===== config.mk =====
export PLATFORM = sky130hd
export DESIGN_NAME = dmem_arbiter_flat
export DESIGN_NICKNAME = d
export VERILOG_FILES = /design/src/rtl/dmem_arb_pkg.sv /design/src/rtl/dmem_arbiter_if.sv /design/src/rtl/dmem_arb_wait_ctr.sv /design/src/rtl/dmem_arbiter.sv /design/src/flat_wrapper.sv
export SDC_FILE = /design/constraint.sdc
export NUM_CORES = 1
export LEC_CHECK = 0
export CORE_ASPECT_RATIO = 1.25
export CORE_MARGIN = 2
export CORE_UTILIZATION = 32
export DETAILED_ROUTE_END_ITERATION = 8
export PLACE_DENSITY = 0.94
export SKIP_LAST_GASP = 1
export SYNTH_ARGS = -nofsm -noshare
export SYNTH_HDL_FRONTEND = slang
export SYNTH_SLANG_ARGS = --single-unit

===== constraint.sdc =====
create_clock -name clk -period 2.69 [get_ports clk]
set_input_delay 0.807 -clock clk [delete_from_list [all_inputs] [get_ports clk]]
set_output_delay 0.807 -clock clk [all_outputs]
set_load 0.05 [all_outputs]

===== src/rtl/dmem_arb_pkg.sv =====
// dmem_arb_pkg
//   Shared types and constants for the data-memory arbiter.
//   owner_e : which port owns the read data returning next cycle.
//   MEM_RD / MEM_WR : encoding of the rw direction bit.
package dmem_arb_pkg;

   typedef enum logic [1:0] {
      OWN_NONE = 2'd0,
      OWN_CPU  = 2'd1,
      OWN_EXT  = 2'd2
   } owner_e;

   localparam logic MEM_RD = 1'b0;
   localparam logic MEM_WR = 1'b1;

endpackage


===== src/rtl/dmem_arbiter_if.sv =====
// dmem_arbiter_if
//   Bundles the CPU port, the EXT loader/debug port and the data-memory port of the arbiter.
//   modport slave  : the arbiter (consumes requests and mem_rdata, drives grants and mem_*).
//   modport master : the environment (pipeline, EXT master and memory).
//   DMEM_ARB_LOCK_EN adds the ext_lock request qualifier.
interface dmem_arbiter_if #(
   parameter int unsigned AW = 16,
   parameter int unsigned DW = 16
);
   // CPU port
   logic          cpu_en;
   logic          cpu_rw;
   logic [AW-1:0] cpu_addr;
   logic [DW-1:0] cpu_wdata;
   logic          cpu_stall;
   logic [DW-1:0] cpu_rdata;
   // EXT port
   logic          ext_req;
   logic          ext_rw;
   logic [AW-1:0] ext_addr;
   logic [DW-1:0] ext_wdata;
`ifdef DMEM_ARB_LOCK_EN
   logic          ext_lock;
`endif
   logic          ext_gnt;
   logic          ext_rvalid;
   logic [DW-1:0] ext_rdata;
   // Memory port
   logic          mem_en;
   logic          mem_rw;
   logic [AW-1:0] mem_addr;
   logic [DW-1:0] mem_wdata;
   logic [DW-1:0] mem_rdata;

   modport slave (
      input  cpu_en, cpu_rw, cpu_addr, cpu_wdata,
      output cpu_stall, cpu_rdata,
      input  ext_req, ext_rw, ext_addr, ext_wdata,
`ifdef DMEM_ARB_LOCK_EN
      input  ext_lock,
`endif
      output ext_gnt, ext_rvalid, ext_rdata,
      output mem_en, mem_rw, mem_addr, mem_wdata,
      input  mem_rdata
   );

   modport master (
      output cpu_en, cpu_rw, cpu_addr, cpu_wdata,
      input  cpu_stall, cpu_rdata,
      output ext_req, ext_rw, ext_addr, ext_wdata,
`ifdef DMEM_ARB_LOCK_EN
      output ext_lock,
`endif
      input  ext_gnt, ext_rvalid, ext_rdata,
      input  mem_en, mem_rw, mem_addr, mem_wdata,
      output mem_rdata
   );

endinterface


===== src/rtl/dmem_arb_wait_ctr.sv =====
// dmem_arb_wait_ctr
//   Saturating starvation counter: counts conflict cycles an EXT request has lost.
//   clk, reset : clock, synchronous active-high reset
//   inc_i      : EXT lost a conflict this cycle
//   clr_i      : EXT granted or not requesting (has priority over inc_i)
//   hit_o      : count has reached MaxWait-1, next conflict must go to EXT
module dmem_arb_wait_ctr #(
   parameter int unsigned MaxWait = 4
) (
   input  logic clk,
   input  logic reset,
   input  logic inc_i,
   input  logic clr_i,
   output logic hit_o
);

   localparam int unsigned CntW = (MaxWait > 1) ? $clog2(MaxWait) : 1;

   logic [CntW-1:0] cnt_d, cnt_q;

   assign hit_o = (cnt_q == CntW'(MaxWait - 1));

   always_comb begin
      cnt_d = cnt_q;
      if (clr_i) begin
         cnt_d = '0;
      end else if (inc_i && !hit_o) begin
         cnt_d = cnt_q + 1'b1;
      end
   end

   always_ff @(posedge clk) begin
      if (reset) begin
         cnt_q <= '0;
      end else begin
         cnt_q <= cnt_d;
      end
   end

endmodule


===== src/rtl/dmem_arbiter.sv =====
// dmem_arbiter
//   Shares the single-port data memory between the CPU (DM stage) and an EXT loader/debug
//   master. CPU has priority; after MAX_WAIT-1 lost conflicts the next conflict goes to EXT
//   and the CPU is stalled for that cycle. Read data (1-cycle latency) is routed to its owner.
//   clk, reset : clock, synchronous active-high reset (all outputs forced to 0 while high)
//   bus        : dmem_arbiter_if.slave carrying the CPU, EXT and memory ports
//   Optional feature macro: DMEM_ARB_LOCK_EN (ext_lock keeps EXT ownership after a grant).
module dmem_arbiter
   import dmem_arb_pkg::*;
#(
   parameter int unsigned AW       = 16,
   parameter int unsigned DW       = 16,
   parameter int unsigned MAX_WAIT = 4
) (
   input  logic           clk,
   input  logic           reset,
   dmem_arbiter_if.slave  bus
);

   logic   cpu_grant, ext_grant;
   logic   cnt_inc, cnt_clr, cnt_hit;
   owner_e rd_owner_d, rd_owner_q;
`ifdef DMEM_ARB_LOCK_EN
   logic   ext_gnt_d, ext_gnt_q;
   logic   lock_hold;

   // Lock only extends an existing EXT grant; it never preempts the CPU on its own.
   assign lock_hold = bus.ext_lock & bus.ext_req & ext_gnt_q;
   assign ext_gnt_d = ext_grant;
`endif

   dmem_arb_wait_ctr #(
      .MaxWait (MAX_WAIT)
   ) u_wait_ctr (
      .clk   (clk),
      .reset (reset),
      .inc_i (cnt_inc),
      .clr_i (cnt_clr),
      .hit_o (cnt_hit)
   );

   always_comb begin
      cpu_grant = bus.cpu_en & ~(bus.ext_req & cnt_hit);
      ext_grant = bus.ext_req & ~cpu_grant;
      cnt_inc   = bus.cpu_en & bus.ext_req & cpu_grant;
      cnt_clr   = ~bus.ext_req | ext_grant;
`ifdef DMEM_ARB_LOCK_EN
      if (lock_hold) begin
         cpu_grant = 1'b0;
         ext_grant = 1'b1;
         cnt_inc   = 1'b0;
         cnt_clr   = 1'b0;
      end
`endif
      if (reset) begin
         cpu_grant = 1'b0;
         ext_grant = 1'b0;
      end
   end

   // Memory request mux: CPU, EXT or fully idle bus.
   always_comb begin
      bus.mem_en    = 1'b0;
      bus.mem_rw    = MEM_RD;
      bus.mem_addr  = '0;
      bus.mem_wdata = '0;
      if (cpu_grant) begin
         bus.mem_en    = 1'b1;
         bus.mem_rw    = bus.cpu_rw;
         bus.mem_addr  = bus.cpu_addr;
         bus.mem_wdata = bus.cpu_wdata;
      end else if (ext_grant) begin
         bus.mem_en    = 1'b1;
         bus.mem_rw    = bus.ext_rw;
         bus.mem_addr  = bus.ext_addr;
         bus.mem_wdata = bus.ext_wdata;
      end
   end

   assign bus.cpu_stall = bus.cpu_en & ~cpu_grant & ~reset;
   assign bus.ext_gnt   = ext_grant;

   always_comb begin
      rd_owner_d = OWN_NONE;
      if (cpu_grant && bus.cpu_rw == MEM_RD) begin
         rd_owner_d = OWN_CPU;
      end else if (ext_grant && bus.ext_rw == MEM_RD) begin
         rd_owner_d = OWN_EXT;
      end
   end

   // Response outputs are also gated by reset so a read granted just before reset is dropped.
   assign bus.ext_rvalid = (rd_owner_q == OWN_EXT) & ~reset;
   assign bus.ext_rdata  = bus.ext_rvalid ? bus.mem_rdata : {DW{1'b0}};
   assign bus.cpu_rdata  = ((rd_owner_q == OWN_CPU) & ~reset) ? bus.mem_rdata : {DW{1'b0}};

   always_ff @(posedge clk) begin
      if (reset) begin
         rd_owner_q <= OWN_NONE;
`ifdef DMEM_ARB_LOCK_EN
         ext_gnt_q  <= 1'b0;
`endif
      end else begin
         rd_owner_q <= rd_owner_d;
`ifdef DMEM_ARB_LOCK_EN
         ext_gnt_q  <= ext_gnt_d;
`endif
      end
   end

   // AW is carried by the interface; keep the parameter referenced for width consistency.
   logic unused_aw;
   assign unused_aw = ^AW;

endmodule


===== src/flat_wrapper.sv =====
// flat-port wrapper written by rule: the top's interface ports become plain ports
module dmem_arbiter_flat import dmem_arb_pkg::*;
#(
   parameter int unsigned AW       = 16,
   parameter int unsigned DW       = 16,
   parameter int unsigned MAX_WAIT = 4
)
  (clk, reset, bus_cpu_en, bus_cpu_rw, bus_cpu_addr, bus_cpu_wdata, bus_cpu_stall, bus_cpu_rdata, bus_ext_req, bus_ext_rw, bus_ext_addr, bus_ext_wdata, bus_ext_gnt, bus_ext_rvalid, bus_ext_rdata, bus_mem_en, bus_mem_rw, bus_mem_addr, bus_mem_wdata, bus_mem_rdata);
  dmem_arbiter_if #(.AW(AW), .DW(DW)) bus_i ();
  input  logic clk;
  input  logic reset;
  input wire logic [$bits(bus_i.cpu_en)-1:0] bus_cpu_en;
  input wire logic [$bits(bus_i.cpu_rw)-1:0] bus_cpu_rw;
  input wire logic [$bits(bus_i.cpu_addr)-1:0] bus_cpu_addr;
  input wire logic [$bits(bus_i.cpu_wdata)-1:0] bus_cpu_wdata;
  output wire logic [$bits(bus_i.cpu_stall)-1:0] bus_cpu_stall;
  output wire logic [$bits(bus_i.cpu_rdata)-1:0] bus_cpu_rdata;
  input wire logic [$bits(bus_i.ext_req)-1:0] bus_ext_req;
  input wire logic [$bits(bus_i.ext_rw)-1:0] bus_ext_rw;
  input wire logic [$bits(bus_i.ext_addr)-1:0] bus_ext_addr;
  input wire logic [$bits(bus_i.ext_wdata)-1:0] bus_ext_wdata;
  output wire logic [$bits(bus_i.ext_gnt)-1:0] bus_ext_gnt;
  output wire logic [$bits(bus_i.ext_rvalid)-1:0] bus_ext_rvalid;
  output wire logic [$bits(bus_i.ext_rdata)-1:0] bus_ext_rdata;
  output wire logic [$bits(bus_i.mem_en)-1:0] bus_mem_en;
  output wire logic [$bits(bus_i.mem_rw)-1:0] bus_mem_rw;
  output wire logic [$bits(bus_i.mem_addr)-1:0] bus_mem_addr;
  output wire logic [$bits(bus_i.mem_wdata)-1:0] bus_mem_wdata;
  input wire logic [$bits(bus_i.mem_rdata)-1:0] bus_mem_rdata;
  assign bus_i.cpu_en = bus_cpu_en;
  assign bus_i.cpu_rw = bus_cpu_rw;
  assign bus_i.cpu_addr = bus_cpu_addr;
  assign bus_i.cpu_wdata = bus_cpu_wdata;
  assign bus_cpu_stall = bus_i.cpu_stall;
  assign bus_cpu_rdata = bus_i.cpu_rdata;
  assign bus_i.ext_req = bus_ext_req;
  assign bus_i.ext_rw = bus_ext_rw;
  assign bus_i.ext_addr = bus_ext_addr;
  assign bus_i.ext_wdata = bus_ext_wdata;
  assign bus_ext_gnt = bus_i.ext_gnt;
  assign bus_ext_rvalid = bus_i.ext_rvalid;
  assign bus_ext_rdata = bus_i.ext_rdata;
  assign bus_mem_en = bus_i.mem_en;
  assign bus_mem_rw = bus_i.mem_rw;
  assign bus_mem_addr = bus_i.mem_addr;
  assign bus_mem_wdata = bus_i.mem_wdata;
  assign bus_i.mem_rdata = bus_mem_rdata;
  dmem_arbiter #(.AW(AW), .DW(DW), .MAX_WAIT(MAX_WAIT)) u_core (.clk(clk), .reset(reset), .bus(bus_i));
endmodule

==> metrics.txt <==
status complete, no violations; Final Hold Violating Endpoints 0; Slowest cell on crit path clkdlybuf4s50_1; Setup-failing EPs final 0; commonest non-fill, non-tap cell in the layout clkdlybuf4s50_1; Die Y 81.1 um; WP data arrival 1.85 ns; combinational group share of total power 77.0%; area of the core 4660 um^2; initial core utilization 32.6%; vias in the first global route 2050; CTS tree built; gpl congestion 0.703; Leak 1.44 nW; largest net degree at the start of global routing 35; max incr delay on CP 0.48 ns; Syn Nets 264; Setup crit start kind input port; RSZ-0062 raised after global routing yes; worst path cell trace clkdlybuf4s50_1 -> nand2b_1 -> o32ai_4 -> buf_6; Setup CP Type in -> out; Slew Limit Fails 0; worst setup margin 0.0290 ns; cell area after synthesis 1520 um^2; global-route usage over all layers 23.9%; Setup Skew 0.00173 ns; Clock Latency Late Sink 0.22 ns; most frequent cells in the layout 82 x clkdlybuf4s50_1, 72 x nand2b_1, 36 x buf_12; Clock Sinks 4; P&R area growth vs syn 159%; cell area power density 210 nW/um^2; crit-path leading delay family buffers and inverters; Slew HR 84.5%; Buf/Inv on CP 2; Vias 1954; H-tree depth 1; peak supply drop 0.000160 V; Fin Hold WS 0.442 ns; Synth warnings 0; share of power burned in registers 7.6%; Worst Setup End Kind primary output; IO buf count 154; clock network power share 15.4%; Total Nets Final 423; Distinct cells, synth 19; Worst Path Required 1.88 ns; antenna-violating nets left 0; Max clock buf depth 2; Clock transition at path regs 0.03 ns; vias per inst 4.96; 1st-iter DRT viols 35; share of layout cells above drive strength 1 41.0%; Max FO, Critical Path 1; Non-Filler Instances 394; fin util 84.6%; post-place setup slack -0.353 ns; global-route wire length before repair 9.92 mm; I/O pin total 155; Syn Inst Count 177; CTS Buf Count 3; Psw 0.000352 W; Die ar. 5320 um^2; wire per inst 16.4 um; fin crit share 98.9%; Max Clock Freq 0.376 GHz; clock root buffer clkbuf_8; Core Rows 28; initial antenna violation count 0; sw frac 42.4%; die width 65.7 um; Tmin final 2.66 ns; DRC violations left 0; DRT Pass-1 Iters 4; Final Instance Area 3940 um^2; Routed WL 6.44 mm; GR Overflow Total 0; sequential fraction of the synthesis area 5.27%; DP Cell Count 388; diode count 0; synthesized area per cell 8.59 um^2; placed cell areas 3690 um^2; detailed placement HPWL 5.20 mm; HP Class reg -> reg; #FFs+latches synth 4; internal power 0.000477 W; Slew @ Worst Pin 0.232 ns; number of max-cap violations 0
[flip-flops by register name, summed over array words and instances (netlist names)]
signal,flops
u_core.rd_owner_q,2
u_core.u_wait_ctr.cnt_q,2
[layout make-up]
| cell class | count | area [um^2] |
|---|---|---|
| repair buffers | 175 | 2110 |
| multi-input cells | 151 | 1630 |
| fillers | 253 | 717 |
| flip-flops and latches | 4 | 80.1 |
| well taps | 60 | 75.1 |
| clock buffers | 3 | 41.3 |
| inverters | 1 | 3.75 |
[through the flow]
step                      power [W]  TNS, ns
final                      0.000829        0
after global routing       0.000863  -0.0344
after CTS                  0.000828  -0.0262
after floorplan            0.000413    -1.27
after detailed placement   0.000664   -10.44
after global placement     0.000650    -9.83
[power by group through the flow]
stage	sequential, W	clock (W)	combinational, W
3_3_place_gp	0.0000637	0	0.000586
5_1_grt	0.0000633	0.000132	0.000668
3_5_place_dp	0.0000639	0	0.000600
2_1_floorplan	0.0000635	0	0.000350
6_report	0.0000630	0.000128	0.000638
4_1_cts	0.0000631	0.000128	0.000637
[synth_stat cells, drive strengths merged]
| library cell | number | area [um^2] |
|---|---|---|
| dfxtp | 4 | 80.1 |
| o32ai | 33 | 514 |
| inv | 1 | 3.75 |
| and2 | 24 | 150 |
| ha | 1 | 12.5 |
| nor3 | 2 | 10.0 |
| a21bo | 1 | 10.0 |
| nand2b | 73 | 464 |
| nor3b | 3 | 37.5 |
| nor2b | 1 | 13.8 |
| nor2 | 11 | 41.3 |
| buf | 14 | 134 |
| clkbuf | 7 | 28.8 |
| and4b | 2 | 20.0 |
[path summary, 6_finish.rpt]
check,to,from,slack [ns],cells past startpoint
min reg2reg,u_core.u_wait_ctr.cnt_q[0],u_core.u_wait_ctr.cnt_q[0],0.44,1
min,u_core.u_wait_ctr.cnt_q[0],u_core.u_wait_ctr.cnt_q[0],0.44,1
max reg2reg,u_core.u_wait_ctr.cnt_q[1],u_core.u_wait_ctr.cnt_q[0],1.29,5
max,bus_mem_addr[9],bus_ext_addr[9],0.03,4
[timing repair]
| item | CTS | global route |
|---|---|---|
| buffers inserted | 1 | 0 |
| hold buffers | 0 | 0 |
| pin swaps | 22 | 6 |
| setup endpoints to repair | 36 | 28 |
| cloned | 2 | 0 |
| resized for setup | 35 | 5 |
[worst reg2reg max path, delay by kind of cell, from the launching register on]
kind          cells  cell delay, ns
flops             1            0.31
buf+inv           2            0.42
simple gates      2            0.35
fa+ha+maj         1            0.26
[metal layers]
| metal | track usage [%] | vias up | share of wire, % |
|---|---|---|---|
| li1 | - | 943 | - |
| met1 | 22.7 | 903 | 32 |
| met2 | 49.6 | 102 | 59 |
| met3 | 5.12 | 6 | 8.0 |
| met4 | 6.67 | 0 | 1.1 |
| met5 | 0 | - | 0 |
[kinds of logic (layout without fill, tap and decap cells)]
| group | count (synthesis) | after routing | synth area share, % |
|---|---|---|---|
| fa+ha+maj | 1 | 1 | 0.823 |
| simple gates | 116 | 116 | 48.5 |
| flops | 4 | 4 | 5.27 |
| compound gates | 34 | 34 | 34.5 |
| buf+inv | 22 | 179 | 10.9 |
(Power assumes the default switching activity.)
